**src/rtl/exp_gate_array_if.sv**
```systemverilog
// Bus bundle for exp_gate_array: gate inputs, mask/counter control and the
// X/XBAR result pair with its strobe and the combinational expansion term.
interface exp_gate_array_if #(
    parameter int GROUPS = 2,
    parameter int WIDTH  = 2,
    parameter int CNT_W  = 8
);
    logic [GROUPS*WIDTH-1:0] in;
    logic                    in_valid;
    logic                    exp_in;
    logic                    mask_ld;
    logic [GROUPS-1:0]       mask_data;
    logic                    cnt_clr;
    logic                    x;
    logic                    xbar;
    logic                    out_valid;
    logic                    exp_out;
    logic [CNT_W-1:0]        toggle_cnt;

    modport master (
        output in, in_valid, exp_in, mask_ld, mask_data, cnt_clr,
        input  x, xbar, out_valid, exp_out, toggle_cnt
    );

    modport slave (
        input  in, in_valid, exp_in, mask_ld, mask_data, cnt_clr,
        output x, xbar, out_valid, exp_out, toggle_cnt
    );
endinterface

```
**src/rtl/exp_gate_array.sv**
```systemverilog
// Pipelined AND-OR-INVERT expander: masked OR of per-group ANDs plus an
// expansion term, two-stage registered X/XBAR and a saturating toggle counter.
module exp_gate_group #(
    parameter int WIDTH = 2
) (
    input  logic [WIDTH-1:0] a,
    input  logic             en,
    output logic             m
);
    assign m = (&a) & en;
endmodule

module exp_gate_array #(
    parameter int GROUPS = 2,
    parameter int WIDTH  = 2,
    parameter int CNT_W  = 8
) (
    input  logic               clk,
    input  logic               rst,
    exp_gate_array_if.slave    bus
);
    localparam int STAGES = 2;
    localparam logic [CNT_W-1:0] CNT_MAX = '1;

    logic [GROUPS-1:0][WIDTH-1:0] grp;
    logic [GROUPS-1:0]            mask;
    logic [GROUPS-1:0]            m;
    logic                         sum_comb;
    logic [STAGES:1]              vld_pipe;
    logic                         s1_sum;
    logic                         x_q;
    logic                         xbar_q;
    logic [CNT_W-1:0]             cnt;
    logic                         toggle;

    assign grp = bus.in;

    for (genvar g = 0; g < GROUPS; g++) begin : g_grp
        exp_gate_group #(.WIDTH(WIDTH)) u_grp (
            .a  (grp[g]),
            .en (mask[g]),
            .m  (m[g])
        );
    end

    // Expansion output deliberately excludes exp_in so cascades stay loop-free.
    assign sum_comb    = |m;
    assign bus.exp_out = sum_comb;

    assign toggle = vld_pipe[1] && (s1_sum != x_q);

    always_ff @(posedge clk) begin
        if (rst) begin
            mask     <= '1;
            vld_pipe <= '0;
            s1_sum   <= 1'b0;
            x_q      <= 1'b0;
            xbar_q   <= 1'b1;
            cnt      <= '0;
        end else begin
            if (bus.mask_ld)
                mask <= bus.mask_data;
            vld_pipe <= {vld_pipe[STAGES-1:1], bus.in_valid};
            if (bus.in_valid)
                s1_sum <= sum_comb | bus.exp_in;
            if (vld_pipe[1]) begin
                x_q    <= s1_sum;
                xbar_q <= ~s1_sum;
            end
            if (bus.cnt_clr)
                cnt <= '0;
            else if (toggle && cnt != CNT_MAX)
                cnt <= cnt + 1'b1;
        end
    end

    assign bus.x          = x_q;
    assign bus.xbar       = xbar_q;
    assign bus.out_valid  = vld_pipe[STAGES];
    assign bus.toggle_cnt = cnt;
endmodule

```
**src/flat_wrapper.sv**
```systemverilog
// flat-port wrapper written by rule: the top's interface ports become plain ports
module exp_gate_array_flat 
#(
    parameter int GROUPS = 2,
    parameter int WIDTH  = 2,
    parameter int CNT_W  = 8
)
  (clk, rst, bus_in, bus_in_valid, bus_exp_in, bus_mask_ld, bus_mask_data, bus_cnt_clr, bus_x, bus_xbar, bus_out_valid, bus_exp_out, bus_toggle_cnt);
  exp_gate_array_if #(.GROUPS(GROUPS), .WIDTH(WIDTH), .CNT_W(CNT_W)) bus_i ();
  input  logic clk;
  input  logic rst;
  input wire logic [$bits(bus_i.in)-1:0] bus_in;
  input wire logic [$bits(bus_i.in_valid)-1:0] bus_in_valid;
  input wire logic [$bits(bus_i.exp_in)-1:0] bus_exp_in;
  input wire logic [$bits(bus_i.mask_ld)-1:0] bus_mask_ld;
  input wire logic [$bits(bus_i.mask_data)-1:0] bus_mask_data;
  input wire logic [$bits(bus_i.cnt_clr)-1:0] bus_cnt_clr;
  output wire logic [$bits(bus_i.x)-1:0] bus_x;
  output wire logic [$bits(bus_i.xbar)-1:0] bus_xbar;
  output wire logic [$bits(bus_i.out_valid)-1:0] bus_out_valid;
  output wire logic [$bits(bus_i.exp_out)-1:0] bus_exp_out;
  output wire logic [$bits(bus_i.toggle_cnt)-1:0] bus_toggle_cnt;
  assign bus_i.in = bus_in;
  assign bus_i.in_valid = bus_in_valid;
  assign bus_i.exp_in = bus_exp_in;
  assign bus_i.mask_ld = bus_mask_ld;
  assign bus_i.mask_data = bus_mask_data;
  assign bus_i.cnt_clr = bus_cnt_clr;
  assign bus_x = bus_i.x;
  assign bus_xbar = bus_i.xbar;
  assign bus_out_valid = bus_i.out_valid;
  assign bus_exp_out = bus_i.exp_out;
  assign bus_toggle_cnt = bus_i.toggle_cnt;
  exp_gate_array #(.GROUPS(GROUPS), .WIDTH(WIDTH), .CNT_W(CNT_W)) u_core (.clk(clk), .rst(rst), .bus(bus_i));
endmodule
```
**config.mk**
```make
export PLATFORM = sky130hd
export DESIGN_NAME = exp_gate_array_flat
export DESIGN_NICKNAME = d
export VERILOG_FILES = /design/src/rtl/exp_gate_array_if.sv /design/src/rtl/exp_gate_array.sv /design/src/flat_wrapper.sv
export SDC_FILE = /design/constraint.sdc
export NUM_CORES = 1
export LEC_CHECK = 0
export ABC_AREA = 1
export ABC_CLOCK_PERIOD_IN_PS = 1500
export CORE_ASPECT_RATIO = 1.2
export CORE_MARGIN = 2
export CORE_UTILIZATION = 44
export CTS_CLUSTER_DIAMETER = 100
export DETAILED_ROUTE_END_ITERATION = 16
export HOLD_SLACK_MARGIN = 0.08
export PLACE_DENSITY = 0.86
export SLEW_MARGIN = 5
export SYNTH_ARGS = -nofsm -noshare
export SYNTH_HDL_FRONTEND = slang
export SYNTH_HIERARCHICAL = 1
export SYNTH_SLANG_ARGS = --single-unit
```
**constraint.sdc**
```tcl
create_clock -name clk -period 1.5 [get_ports clk]
set_input_delay 0.3 -clock clk [delete_from_list [all_inputs] [get_ports clk]]
set_output_delay 0.3 -clock clk [all_outputs]
set_load 0.01 [all_outputs]
```
Yosys cells after proc, flatten, opt, wreduce, memory -nomap -nowiden
Cells that the tools add are included.

Bits in registers: 15.

Reduce and logical (&&, ||, !) cells: 6. Equal/unequal tests: 2. Bitwise logic cells: 4. $add $sub $neg: 1.

Operator list (count): $add A8 B1 Y8 const B (1); $ne A8 B8 Y1 const B (1); $reduce_and A2 Y1 (2); $reduce_or A2 Y1 (2); $and A1 B1 Y1 (2); $logic_and A1 B1 Y1 (2); $ne A1 B1 Y1 (1); $not A1 Y1 (1); $or A1 B1 Y1 (1).

Logic depth before layout (Yosys ltp)
Depth in word-level cells: 4. Mapped depth: 8. Mapped depth without buffers: 8.

Cells and area by module
The synthesis kept the hierarchy.

Modules (own cells, without submodules): exp_gate_array (area each 733.2 um^2, instances 1, sequential area each 300.3 um^2, cells each 100); exp_gate_group (area each 13.8 um^2, instances 2, sequential area each 0.0 um^2, cells each 3).

Worst setup path before layout
Ideal clock, no wire load.

Kind: register to register. Start point: register u_core.cnt[0] (netlist: u_core/bus.toggle_cnt[0]). End point: register u_core.cnt[5] (netlist: u_core/bus.toggle_cnt[5]). Data arrival time: 1143 ps. Cell stages (with the launch flop): 9. Setup slack: 244 ps. Data required time: 1387 ps. Setup time: 113 ps. Path buffers: 0. Cells stage by stage: dfxtp_1 ha_1 inv_1 nor2_4 nand2_4 nand3_2 nand2_1 nand2_1 nor2_1.

Word-level cells in the longest chain between the ends: 2. Elaborated cells between the ends (all ways): 3.

RTL lines: from (decl) (RTL line exp_gate_array.sv:33) `logic [CNT_W-1:0] cnt;`; from (signal assigned) (RTL line exp_gate_array.sv:73) `cnt <= cnt + 1'b1;`; parallel branches: the longest is 2 deep, another holds $add A8 B1 Y8.

Several ways; the timed one is not identified. A chain may end at the register's enable or synchronous reset.

Worst setup path in the final report
Start point: input bus_in[1]. End point: output bus_exp_out.

Word-level cells in the longest chain between the ends: 3.

RTL lines: from (decl) (RTL line flat_wrapper.sv:12) `input wire logic [$bits(bus_i.in)-1:0] bus_in;`; $reduce_and A2 Y1 (RTL line exp_gate_array.sv:10) `assign m = (&a) & en;`; $and A1 B1 Y1 (RTL line exp_gate_array.sv:10); via u_core.m[0] (RTL line exp_gate_array.sv:27) `logic [GROUPS-1:0] m;`; $reduce_or A2 Y1 (RTL line exp_gate_array.sv:47) `assign sum_comb = |m;`; to (decl) (RTL line flat_wrapper.sv:21) `output wire logic [$bits(bus_i.exp_out)-1:0] bus_exp_out;`.

The timed path passes the listed nets, and every way through them passes these cells.

==> impl_metrics.toml <==
[final_layout]
insertedDiodeCount = 0
fillers = 144
area_delta_synth_final_pct = 43.42
layout.nets = 150
ff_latch_area_sq_um = 307.8
layout-drive-gt1-share = 0.1985
multiInputGateArea_sq_um = 397.9
most-common-layout-cells = "nand2_1 (27), inv_1 (15), nor2_1 (13), clkdlybuf4s50_1 (10), nand3_1 (10)"
mostFrequentLayoutCell = "nand2_1"
final_core_util = 0.6728

[grt]
grt_max_degree = 12
global_route.peak_usage_layer = "met2"
grt_first_pass_wirelength_microns = 2663
antenna_found_initial = 0
grtUsageTotal = 0.1639
aggregate_global_routing_overflow = 0
grt_use_met1 = 0.1636
grt_util_met3 = 0.02930
grt_util_met2 = 0.3125
first_global_vias = 704

[routing]
finalWirelength_microns = 1610
drt_iter0_drc = 7
detailed_route_vias_per_instance = 4.909
drt-pass1-iter-count = 4
drc = 0
antenna_left = 0
wire_per_inst_microns = 10.45
vias = 756

[clock_network]
cts_root_buffer = "clkbuf_4"
cts_max_path_buffers = 2
insertion_delay_to_the_later_sink_of_the_worst_skew_pair_ns = 0.29
clock_transition_at_the_register_clock_pins_on_the_worst_setup_and_hold_paths_after_cts_ns = 0.10
holdBufCountCts = 0
cts_buffers = 3
tritoncts_clock_tree = "done"
tritoncts_num_sinks = 15
h_tree_depth = 1

[timing]
worst_clock_skew_on_the_final_layout_ns = 0.01559
timing.final.hold_violations = 0
period_needed_ns = 1.440
final.period_utilization = 0.9597
worst_rel_slew_slack = 0.8625
finalSetupViolCount = 0
worstMarginPinSlew_ns = 0.2057
grt_setup_unrepaired = "yes"
maxClockFrequency_mhz = 694.6
crit_path_setup_slack_layout_ns = 0.06040
setup_tns_after_final_layout_ns = 0
finalMaxSlewViolations = 0

[synthesis]
yosys_warnings = 6
synth-seq-area-share = 0.3947
synthesized_net_count = 119
mappedNetlistArea_sq_um = 760.7
synthCells = 106
postSynthAreaPerCell_sq_um = 7.177
number_of_synthesized_register_bits = 15
synthDistinctLibCells = 20

[placement]
pre_cts_slack_ns = -0.3691
gpl.final_weighted_congestion = 0.7683
place.port_buffers = 23
dp_hpwl_microns = 1255

[critical_path]
critical_path_arrival_ns = 1.14
crit_path_max_incr_delay_ns = 0.46
critical_path.slowest_cell = "clkdlybuf4s50_1"
path_delay_family = "buffers and inverters"
worst_setup_path_start_kind = "input port"
worst_setup_path_startpoint = "bus_in[1]"
critical_path_cell_sequence = "clkdlybuf4s50_1 > nand2_1 > nor2_2 > nor2_2 > inv_1 > buf_6"
r2r_start = "u_core/bus.toggle_cnt[0]$_SDFFE_PP0P_"
critPathCaptureType = "output port"
worstPathMaxFanout = 2
critical_path.most_common_cell = "nor2_2"
path_buf_inv = 3
path_class = "in2out"
critPathRequiredTime_ns = 1.20

[power]
power.switching_fraction = 0.2478
share_comb_of_total_power = 0.131
part_of_the_total_power_dissipated_in_the_clock_network = 0.313
peakVddDrop_uv = 389.4
internal_power_uw = 567.2
cellLeakagePower_uw = 0.0006242
power.share.sequential = 0.556
power_density_mw_per_mm2 = 691.1
p_sw_uw = 186.9

[die]
floorplan.initialDensity = 0.4691
die_h_microns = 49.55
die_w_microns = 41.96
std_cell_rows = 16
core_area_sq_mm = 0.001622
ioPinCount = 24
design.die.area_sq_mm = 0.002079

[flow_run]
maxCapViolations = 0

[run_status]
outcome = "finished, final reports clean"

[worst_hold_path]
min-delay-path-class = "in2reg"
timing.hold.worst.start = "bus_in[3]"
==> logic make-up (layout without fill, tap and decap cells) <==
kind of cell	Yosys count	in the layout	synth area share
xor+xnor	1	1	0.01152
fa+ha+maj	1	1	0.01644
simple gates	65	65	0.4244
buf+inv	16	46	0.08881
flops	15	15	0.3947
compound gates	8	8	0.06414
==> final timing paths <==
kind	to	slack (ns)	cells past startpoint
max reg2reg	u_core/bus.toggle_cnt[5]$_SDFFE_PP0P_	0.24	8
min	u_core/s1_sum$_SDFFE_PP0P_	0.47	5
max	bus_exp_out	0.06	6
min reg2reg	u_core/mask[1]$_SDFFE_PP1P_	0.47	2
==> power groups by stage <==
stage | sequential [uW] | clock (uW) | combinational, uW
floorplan | 429 | 0 | 42.6
global placement | 428 | 0 | 95.6
detailed placement | 428 | 0 | 99.1
CTS | 420 | 250 | 96.2
global route | 421 | 266 | 109
finish | 419 | 236 | 98.9
==> flip-flops by register name, indices dropped and copies added, names as in the netlist <==
name and count:
u_core/bus.xbar 1, u_core/vld_pipe 2, u_core/s1_sum 1, u_core/bus.x 1
u_core/bus.toggle_cnt 8, u_core/mask 2
==> metal layers <==
metal | wire length, microns | up-vias
li1 | - | 394
met1 | 602 | 336
met2 | 906 | 24
met3 | 85 | 2
met4 | 14 | 0
met5 | 0 | -
==> synth_stat cells, drive strengths merged <==
cell type,count,share of area
ha,1,0.016
dfxtp,15,0.39
or2,1,0.0082
buf,1,0.015
nor2,19,0.13
o211a,1,0.013
o21ai,1,0.0066
nand3b,1,0.0099
nand2,30,0.17
xor2,1,0.012
nand4,3,0.025
a21oi,6,0.044
inv,15,0.074
nand3,11,0.079
==> through the flow <==
stage / power [uW] / instance area (sq um) / hold slack (ns) / std cells
floorplan: 471.8 / 760.7 / 0.3724 / 106
global placement: 523.6 / 1032 / 0.4444 / 150
detailed placement: 527.5 / 1032 / 0.4628 / 150
CTS: 765.6 / 1062 / 0.4841 / 154
global route: 795.6 / 1091 / 0.5054 / 154
finish: 754.1 / 1091 / 0.4749 / 154
==> final cells by class <==
class / instances / share of cell area
multi-input cells: 75 / 0.3647
flip-flops and latches: 15 / 0.2821
repair buffers: 27 / 0.2534
inverters: 15 / 0.05161
clock buffers: 3 / 0.02064
well taps: 18 / 0.02064
clock inverters: 1 / 0.006881
==> worst min-delay path, stage by stage <==
cell	delay [ns]
dlymetal6s2s_1	0.13
nand2_2	0.06
nor2_2	0.04
nor2_2	0.12
a21oi_1	0.07
==> repair_timing <==
action / in CTS / in global routing
buffers inserted: 0 / 0
resized for setup: 15 / 10
endpoints found under the setup margin: 8 / 7
pin swaps: 0 / 1
No activity file was read; power rests on OpenSTA's default activity.
